[src/rtl/johnson_pkg.sv]
// Shared Johnson-counter helpers: direction encoding, legality check and phase decode.
package johnson_pkg;

  localparam int JC_MAX_WIDTH = 32;

  typedef enum logic {
    JC_FWD = 1'b0,
    JC_REV = 1'b1
  } jc_dir_e;

  // Legal Johnson codes have at most one boundary between adjacent bits of the low w bits.
  function automatic logic jc_is_legal(logic [31:0] v, int w);
    logic [31:0] mask;
    mask = (32'd1 << (w - 1)) - 32'd1;
    return $countones((v ^ (v >> 1)) & mask) <= 1;
  endfunction

  // v must be zero above bit w-1; ones-filled-from-top codes are phase 0..w,
  // ones-filled-from-bottom codes are phase w+1..2w-1, illegal codes map to 0.
  function automatic int jc_phase(logic [31:0] v, int w);
    int ones;
    ones = $countones(v);
    if (!jc_is_legal(v, w)) return 0;
    if (((v >> (w - 1)) != 32'd0) || (v == 32'd0)) return ones;
    return 2 * w - ones;
  endfunction

endpackage

[src/rtl/johnson_phase_decode.sv]
// Pure combinational decode of a Johnson state into its phase index and legality flag.
module johnson_phase_decode
  import johnson_pkg::*;
#(
  parameter int WIDTH = 4,
  parameter int PHW   = $clog2(2 * WIDTH)
) (
  input  logic [WIDTH-1:0] q_i,
  output logic [PHW-1:0]   phase_o,
  output logic             legal_o
);

  always_comb begin
    legal_o = jc_is_legal(32'(q_i), WIDTH);
    phase_o = PHW'(jc_phase(32'(q_i), WIDTH));
  end

endmodule

[src/rtl/johnson_counter_param.sv]
// Parametrised Johnson counter with enable, direction, synchronous load and wrap pulse.
// Define JOHNSON_SELF_CORRECT_EN to force illegal states to zero and pulse err.
module johnson_counter_param
  import johnson_pkg::*;
#(
  parameter int WIDTH = 4,
  parameter int PHW   = $clog2(2 * WIDTH)
) (
  input  logic             clk,
  input  logic             reset_n,
  input  logic             en,
  input  logic             dir,
  input  logic             load,
  input  logic [WIDTH-1:0] load_val,
  output logic [WIDTH-1:0] q,
  output logic [PHW-1:0]   phase,
  output logic             wrap,
  output logic             err
);

  localparam logic [PHW-1:0] LAST_PHASE = PHW'(2 * WIDTH - 1);
  localparam logic [PHW-1:0] PHASE_ONE  = PHW'(1);

  logic [WIDTH-1:0] q_q;
  logic [WIDTH-1:0] q_d;
  logic [WIDTH-1:0] step_fwd;
  logic [WIDTH-1:0] step_rev;
  logic             wrap_q;
  logic             wrap_d;
  logic             err_q;
  logic             err_d;
  logic             legal;
  logic             wrap_hit;
  jc_dir_e          dir_e;

  johnson_phase_decode #(
    .WIDTH(WIDTH),
    .PHW  (PHW)
  ) u_decode (
    .q_i    (q_q),
    .phase_o(phase),
    .legal_o(legal)
  );

  always_comb begin
    q_d      = q_q;
    wrap_d   = 1'b0;
    err_d    = 1'b0;
    dir_e    = jc_dir_e'(dir);
    step_fwd = {~q_q[0], q_q[WIDTH-1:1]};
    step_rev = {q_q[WIDTH-2:0], ~q_q[WIDTH-1]};
    // The step that enters phase 0 comes from the last phase going forward, phase 1 in reverse.
    wrap_hit = legal && ((dir_e == JC_REV) ? (phase == PHASE_ONE) : (phase == LAST_PHASE));
    if (load) begin
`ifdef JOHNSON_SELF_CORRECT_EN
      if (jc_is_legal(32'(load_val), WIDTH)) begin
        q_d = load_val;
      end else begin
        q_d   = '0;
        err_d = 1'b1;
      end
`else
      q_d = load_val;
`endif
    end else if (en) begin
`ifdef JOHNSON_SELF_CORRECT_EN
      if (!legal) begin
        q_d   = '0;
        err_d = 1'b1;
      end else begin
        q_d    = (dir_e == JC_REV) ? step_rev : step_fwd;
        wrap_d = wrap_hit;
      end
`else
      q_d    = (dir_e == JC_REV) ? step_rev : step_fwd;
      wrap_d = wrap_hit;
`endif
    end
  end

  always_ff @(posedge clk or negedge reset_n) begin
    if (!reset_n) begin
      q_q    <= '0;
      wrap_q <= 1'b0;
      err_q  <= 1'b0;
    end else begin
      q_q    <= q_d;
      wrap_q <= wrap_d;
      err_q  <= err_d;
    end
  end

  assign q    = q_q;
  assign wrap = wrap_q;
  assign err  = err_q;

endmodule

[config.mk]
export PLATFORM = sky130hd
export DESIGN_NAME = johnson_counter_param
export DESIGN_NICKNAME = d
export VERILOG_FILES = /design/src/rtl/johnson_pkg.sv /design/src/rtl/johnson_phase_decode.sv /design/src/rtl/johnson_counter_param.sv
export SDC_FILE = /design/constraint.sdc
export NUM_CORES = 1
export LEC_CHECK = 0
export ABC_AREA = 1
export BUFFER_PORTS_ARGS = -buffer_cell sky130_fd_sc_hd__clkbuf_2
export CORE_MARGIN = 10
export CORE_UTILIZATION = 30
export DETAILED_ROUTE_END_ITERATION = 8
export PLACE_DENSITY_LB_ADDON = 0.12
export SLEW_MARGIN = 20
export SYNTH_ARGS = -nofsm -noshare
export SYNTH_HDL_FRONTEND = slang
export SYNTH_SLANG_ARGS = --single-unit
[constraint.sdc]
create_clock -name clk -period 3.2 [get_ports clk]
set_input_delay 0.64 -clock clk [delete_from_list [all_inputs] [get_ports clk]]
set_output_delay 0.64 -clock clk [all_outputs]
set_load 0.05 [all_outputs]
==> out/results.txt, run 1 <==
Status -> complete, no violations
GRT Overall Usage -> 0.0791
Crit path kind -> flop to output pin
Layout cells sized above 1 -> 0.316
Pin count of the biggest net entering global routing -> 10
Initial drt markers -> 6
Hold Violations, Final -> 0
Simple-gate share of the synthesized area -> 0.333
Die Ht -> 60.6 µm
Initial antenna violation count -> 0
Sequential share of power -> 0.199
Post-Syn Area -> 495 µm²
Switching fraction of total power -> 0.513
Final min period -> 3.09 ns
Synth async-reset ratio -> 1.00
Clock Latency Late Sink -> 0.25 ns
Yosys cell types -> 20
Part of the power in the clock network -> 0.185
Slew Limit Fails -> 0
Design Power -> 405 µW
Filler Cell Count -> 180
CP most frequent cell -> ha_1
Starting density of the core -> 0.321
Xor and xnor area share after synthesis -> 0
Complex-gate fraction of the synthesized area -> 0.149
Gr ovfl total -> 0
Psw -> 208 µW
CTS HTree Levels -> 1
Post-route ant nets -> 0
Power density cells -> 618 mW/mm²
Gp weighted congestion -> 0.807
Drt via density -> 4.85
Peak supply drop -> 215 µV
First-pass GRT wire length -> 2220 µm
Global-route met2 utilization -> 0.127
Syn_nets -> 88
I/O pin cnt -> 18
Vias in the first global route -> 509
Crit-path cells -> fa_1, ha_1, ha_1, inv_1, ha_1, nor2_1, nand3b_1, a21oi_2, buf_6
Longest Clk Path Bufs -> 2
MaxCap Viol Count -> 0
Average size of a mapped cell -> 6.79 µm²
Register area -> 128 µm²
Crit path arrival time -> 2.45 ns
Synth Instances -> 73
Clk sinks -> 5
Seq/Total Area, Yosys -> 0.253
Setup Skew -> 0.000723 ns
Post-route DRC -> 0
Leak pwr -> 0.363 nW
Largest area contributor in the netlist -> dfrtp_1
#FFs+latches synth -> 5
Final Setup Violations -> 0
Post-DP HPWL -> 1140 µm
Die area -> 0.00368 mm²
Rows -> 14
P&R area growth vs syn -> 32.3%
Pint -> 197 µW
Post-layout net count -> 111
Combinational share of power -> 0.616
Unrepaired setup endpoints after global routing -> no
CP Capture Type -> output pin
Fmax -> 0.324 GHz
Final period util -> 0.966
Clock-pin slew on the worst setup and hold paths -> 0.04 ns
Area contributors post-synth -> dfrtp_1 (25%), nand2_1 (16%), ha_1 (13%)
Met1 Use GR -> 0.0885
Hold slack -> 0.204 ns
GR Layer Usage met3 -> 0.0334
CTS root buf -> clkbuf_4
Busiest layer in global routing -> met2
Largest family of logic cells by synthesized area -> simple AND/OR/NAND/NOR gates
Multiplexer area fraction after synthesis -> 0
Post-Synth Adder-Cell Area -> 0.167
Cts bufs inserted -> 3
Final WL -> 1350 µm
Hold WC Path Type -> input port to async pin
Most frequent cell after synthesis -> nand2_1
Die Wd -> 60.6 µm
DR WL/cell -> 12.2 µm
Antenna cells -> 0
CTS tree -> done
Crit-path max FO -> 5
Worst setup SP type -> flop
Core ar. -> 0.00154 mm²
Top FF cell, synth -> dfrtp_1
CP max stage cell -> fa_1
Total of warnings raised by yosys -> 0
Multi-input logic area -> 333 µm²
First-pass DRT Iterations -> 5
Buffers on Ports -> 16
Post-synth top cells -> nand2_1 (21), inv_1 (9), nor2_1 (8)
Critical Path RT -> 2.56 ns
Max incr delay on CP -> 0.48 ns
Yosys top cell area share -> 0.253
Via count -> 538
Number of synthesized flops with an enable pin -> 0
[registers in the layout, summed over array words and instances (netlist names)]
name and cells:
q 4, wrap 1
[worst paths after layout]
path / startpoint / to / slack, ns / cells past startpoint
max: q[0]$_DFFE_PN0P_ / phase[2] / 0.11 / 9
min: reset_n / q[0]$_DFFE_PN0P_ / 0.20 / 1
max reg2reg: q[0]$_DFFE_PN0P_ / wrap$_DFF_PN0_ / 0.84 / 12
min reg2reg: q[1]$_DFFE_PN0P_ / q[0]$_DFFE_PN0P_ / 0.71 / 2
max in group asynchronous: reset_n / q[1]$_DFFE_PN0P_ / 2.84 / 1
min in group clk: load_val[1] / q[1]$_DFFE_PN0P_ / 0.60 / 3
[stage by stage]
stage	instance area (µm²)	cells	setup slack, ns	TNS, ns	utilization
2_1_floorplan	503	73	-0.0716	-0.0716	-
3_3_place_gp	603	105	0.284	0	0.391
3_5_place_dp	603	105	0.219	0	0.391
4_1_cts	632	109	0.00556	0	0.410
5_1_grt	656	111	0.00183	0	0.425
6_report	656	111	0.109	0	0.425
[kinds of logic after synthesis]
kind of cell | Yosys count
DFF | 5
buffers and inverters | 11
and+or+nand+nor | 38
adders and majority gates | 6
other | 1
AOI/OAI and AO/OA | 12
[critical path: cells and delay by family, from the launching register on]
family	cells	cell delay (ns)
flops	1	0.44
simple gates	2	0.26
buf+inv	2	0.21
fa+ha+maj	4	1.14
compound gates	1	0.14
[power by group through the flow]
stage / combinational (mW) / sequential [mW] / clock (mW)
floorplan: 0.162 / 0.103 / 0
global placement: 0.239 / 0.0809 / 0
detailed placement: 0.239 / 0.0818 / 0
CTS: 0.241 / 0.0808 / 0.0799
finish: 0.249 / 0.0805 / 0.0750
global route: 0.277 / 0.0820 / 0.0849
[cells in the final DEF, fill, tap and decap left out, drive strengths merged]
cell type   n
buf         4
nand2      22
conb        1
inv        10
or2         1
ha          5
nor2        9
o211ai      1
dfrtp       5
o21ai       5
clkbuf     19
nand3b      1
o221ai      3
nor3        1
fa          1
a21oi       3
nand3       4
[layer usage]
layer,routed length (µm),vias to the layer above
met5,0,-
met4,18,0
met3,102,2
met2,629,24
met1,602,231
li1,-,281
[cell type report]
| cell class | count | area share |
|---|---|---|
| tap | 16 | 0.0305 |
| clock buffer | 4 | 0.0401 |
| sequential | 5 | 0.195 |
| timing repair buffer | 19 | 0.170 |
| multi-input combinational | 57 | 0.508 |
| inverter | 10 | 0.0573 |
[timing repair]
item,CTS,global route
setup buffers,0,2
resized for setup,1,6
setup endpoints to repair,1,2
hold buffers,0,0
hold endpoints to repair,0,0
(Power assumes the default switching activity.)
==> inputs of run 2 (changes only) <==
Settings changed: ABC_AREA 1 to default, GPL_TIMING_DRIVEN from default to 0.
==> out/results.txt, run 2 <==
Yosys top cell area share -> 0.272
Antenna cells -> 0
Longest Clk Path Bufs -> 2
Peak supply drop -> 237 µV
First-pass GRT wire length -> 2020 µm
Pre-CTS setup slack -> 0.166 ns
Slew Limit Fails -> 0
Vias in the first global route -> 461
Final period util -> 0.982
CP Capture Type -> output pin
Post-DP HPWL -> 933 µm
DR WL/cell -> 13.0 µm
CP most frequent cell -> ha_4
Yosys cell types -> 22
Design Power -> 392 µW
Complex-gate fraction of the synthesized area -> 0.261
Gr ovfl total -> 0
Post-Synth Adder-Cell Area -> 0.179
Leak pwr -> 0.293 nW
Top FF cell, synth -> dfrtp_1
Clock Latency Late Sink -> 0.24 ns
CTS tree -> done
Fmax -> 0.318 GHz
Crit path kind -> flop to output pin
Drt via density -> 4.87
Gp weighted congestion -> 0.689
Layout cells sized above 1 -> 0.421
Hold WC Path Type -> input port to async pin
Via count -> 448
CTS HTree Levels -> 1
Hold slack -> 0.207 ns
Initial antenna violation count -> 0
I/O pin cnt -> 18
Area contributors post-synth -> dfrtp_1 (27%), ha_1 (14%), o21ai_0 (7.6%)
Commonest non-fill, non-tap cell in the layout -> clkbuf_2
Power density cells -> 612 mW/mm²
Unrepaired setup endpoints after global routing -> yes
Core ar. -> 0.00147 mm²
Post-route DRC -> 0
Register area -> 129 µm²
Starting density of the core -> 0.313
Syn_nets -> 72
Crit-path max FO -> 4
Final instance area -> 641 µm²
Fin worst setup slack -> 0.0570 ns
Die Wd -> 59.2 µm
Average size of a mapped cell -> 8.08 µm²
Setup Skew -> 0.00225 ns
Pin count of the biggest net entering global routing -> 11
Multiplexer area fraction after synthesis -> 0.0217
Post-Syn Area -> 460 µm²
Crit path arrival time -> 2.50 ns
GRT Overall Usage -> 0.0731
Largest area contributor in the netlist -> dfrtp_1
Die area -> 0.00350 mm²
R2r startpoint -> q[1]$_DFFE_PN0P_
Cts bufs inserted -> 3
Seq/Total Area, Yosys -> 0.272
Initial drt markers -> 4
Filler Cell Count -> 166
P&R area growth vs syn -> 39.1%
Buffers on Ports -> 13
First-pass DRT Iterations -> 2
Final Setup Violations -> 0
Xor and xnor area share after synthesis -> 0.0190
Simple-gate share of the synthesized area -> 0.141
Synth Instances -> 57
Critical Path RT -> 2.56 ns
#FFs+latches synth -> 5
Final WL -> 1200 µm
MaxCap Viol Count -> 0
Worst Setup SP -> q[1]$_DFFE_PN0P_
Post-route ant nets -> 0
CTS root buf -> clkbuf_4
Synth async-reset ratio -> 1.00
Status -> complete, no violations
Post-Place Cell Area -> 551 µm²
Max reg flops -> 4
Crit-path cells -> fa_1, ha_2, ha_4, inv_2, ha_4, a211oi_2, xnor2_2, nor2_2, buf_6
Post-layout net count -> 92
Total of warnings raised by yosys -> 0
Die Ht -> 59.2 µm
Most frequent cells in the layout -> clkbuf_2 (11), o21ai_0 (7), inv_1 (6), nand2_1 (6)
Hold Violations, Final -> 0
Clk sinks -> 5
Max incr delay on CP -> 0.49 ns
Final min period -> 3.14 ns
Number of synthesized flops with an enable pin -> 0
Multi-input logic area -> 334 µm²
CP max stage cell -> fa_1
Largest family of logic cells by synthesized area -> compound AO/OA/AOI/OAI gates
Worst setup SP type -> flop
Post-synth top cells -> inv_1 (7), o21ai_0 (7), nand2_1 (6)
Rows -> 14
Clock-pin slew on the worst setup and hold paths -> 0.04 ns
==> run 2: cell types whose count changed in the layout (fill, tap and decap cells not counted), sizes merged, moves of 3 or more <==
| cell | change |
|---|---|
| inv | -3 |
| nor2 | -4 |
| o221ai | -3 |
| nand3 | -3 |
| nand2 | -16 |
==> run 2: stage by stage <==
stage / utilization / TNS, ns / std cells
2_1_floorplan: - / -0.0837 / 57
3_3_place_gp: 0.374 / 0 / 86
3_5_place_dp: 0.374 / 0 / 86
4_1_cts: 0.400 / 0 / 90
5_1_grt: 0.435 / -0.0408 / 92
6_report: 0.435 / 0 / 92
==> run 2: report_power, final <==
group          switching (mW)  internal, mW
registers             0.00912        0.0701
logic                   0.155        0.0866
clock network          0.0241        0.0470
total                   0.189         0.204
==> run 2: path summary, 6_finish.rpt <==
kind                               endpoint  slack, ns  depth (start not counted)
max                                phase[2]       0.06                          9
min                          wrap$_DFF_PN0_       0.21                          1
max reg2reg                  wrap$_DFF_PN0_       0.38                          9
min reg2reg                q[1]$_DFFE_PN0P_       0.67                          2
max in group asynchronous  q[1]$_DFFE_PN0P_       2.84                          1
min in group clk           q[1]$_DFFE_PN0P_       0.61                          3
==> run 2: cell families after synthesis <==
logic type | count (synthesis)
xor gates and xnor gates | 1
other | 1
muxes | 1
buffers and inverters | 11
and+or+nand+nor | 15
DFF | 5
adders and majority gates | 6
AOI/OAI and AO/OA | 17
==> run 2: what timing repair did <==
item                                    4_1_cts  5_1_grt
buffers inserted                              0        2
endpoints found under the setup margin        2        2
resized for setup                             3       11
pin swaps                                     1        5
hold buffers                                  0        0
==> run 2: routing by layer <==
metal	vias up	wire, µm	track usage
li1	232	-	-
met3	2	74	0.0300
met4	0	12	0.0393
met5	-	0	0
met2	11	577	0.119
met1	203	534	0.0789
==> run 2: critical path, delay by kind of cell (launching register included) <==
| kind | cells | cell delay [ns] |
|---|---|---|
| adders and majority gates | 4 | 1.10 |
| xor gates and xnor gates | 1 | 0.14 |
| and+or+nand+nor | 1 | 0.13 |
| DFF | 1 | 0.43 |
| AOI/OAI and AO/OA | 1 | 0.27 |
| buffers and inverters | 2 | 0.20 |
==> run 2: layout make-up <==
| class | count | share of cell area |
|---|---|---|
| flip-flops and latches | 5 | 0.201 |
| clock buffers | 4 | 0.0410 |
| plain buffers | 4 | 0.0293 |
| well taps | 16 | 0.0313 |
| repair buffers | 15 | 0.135 |
| inverters | 7 | 0.0410 |
| multi-input cells | 41 | 0.521 |
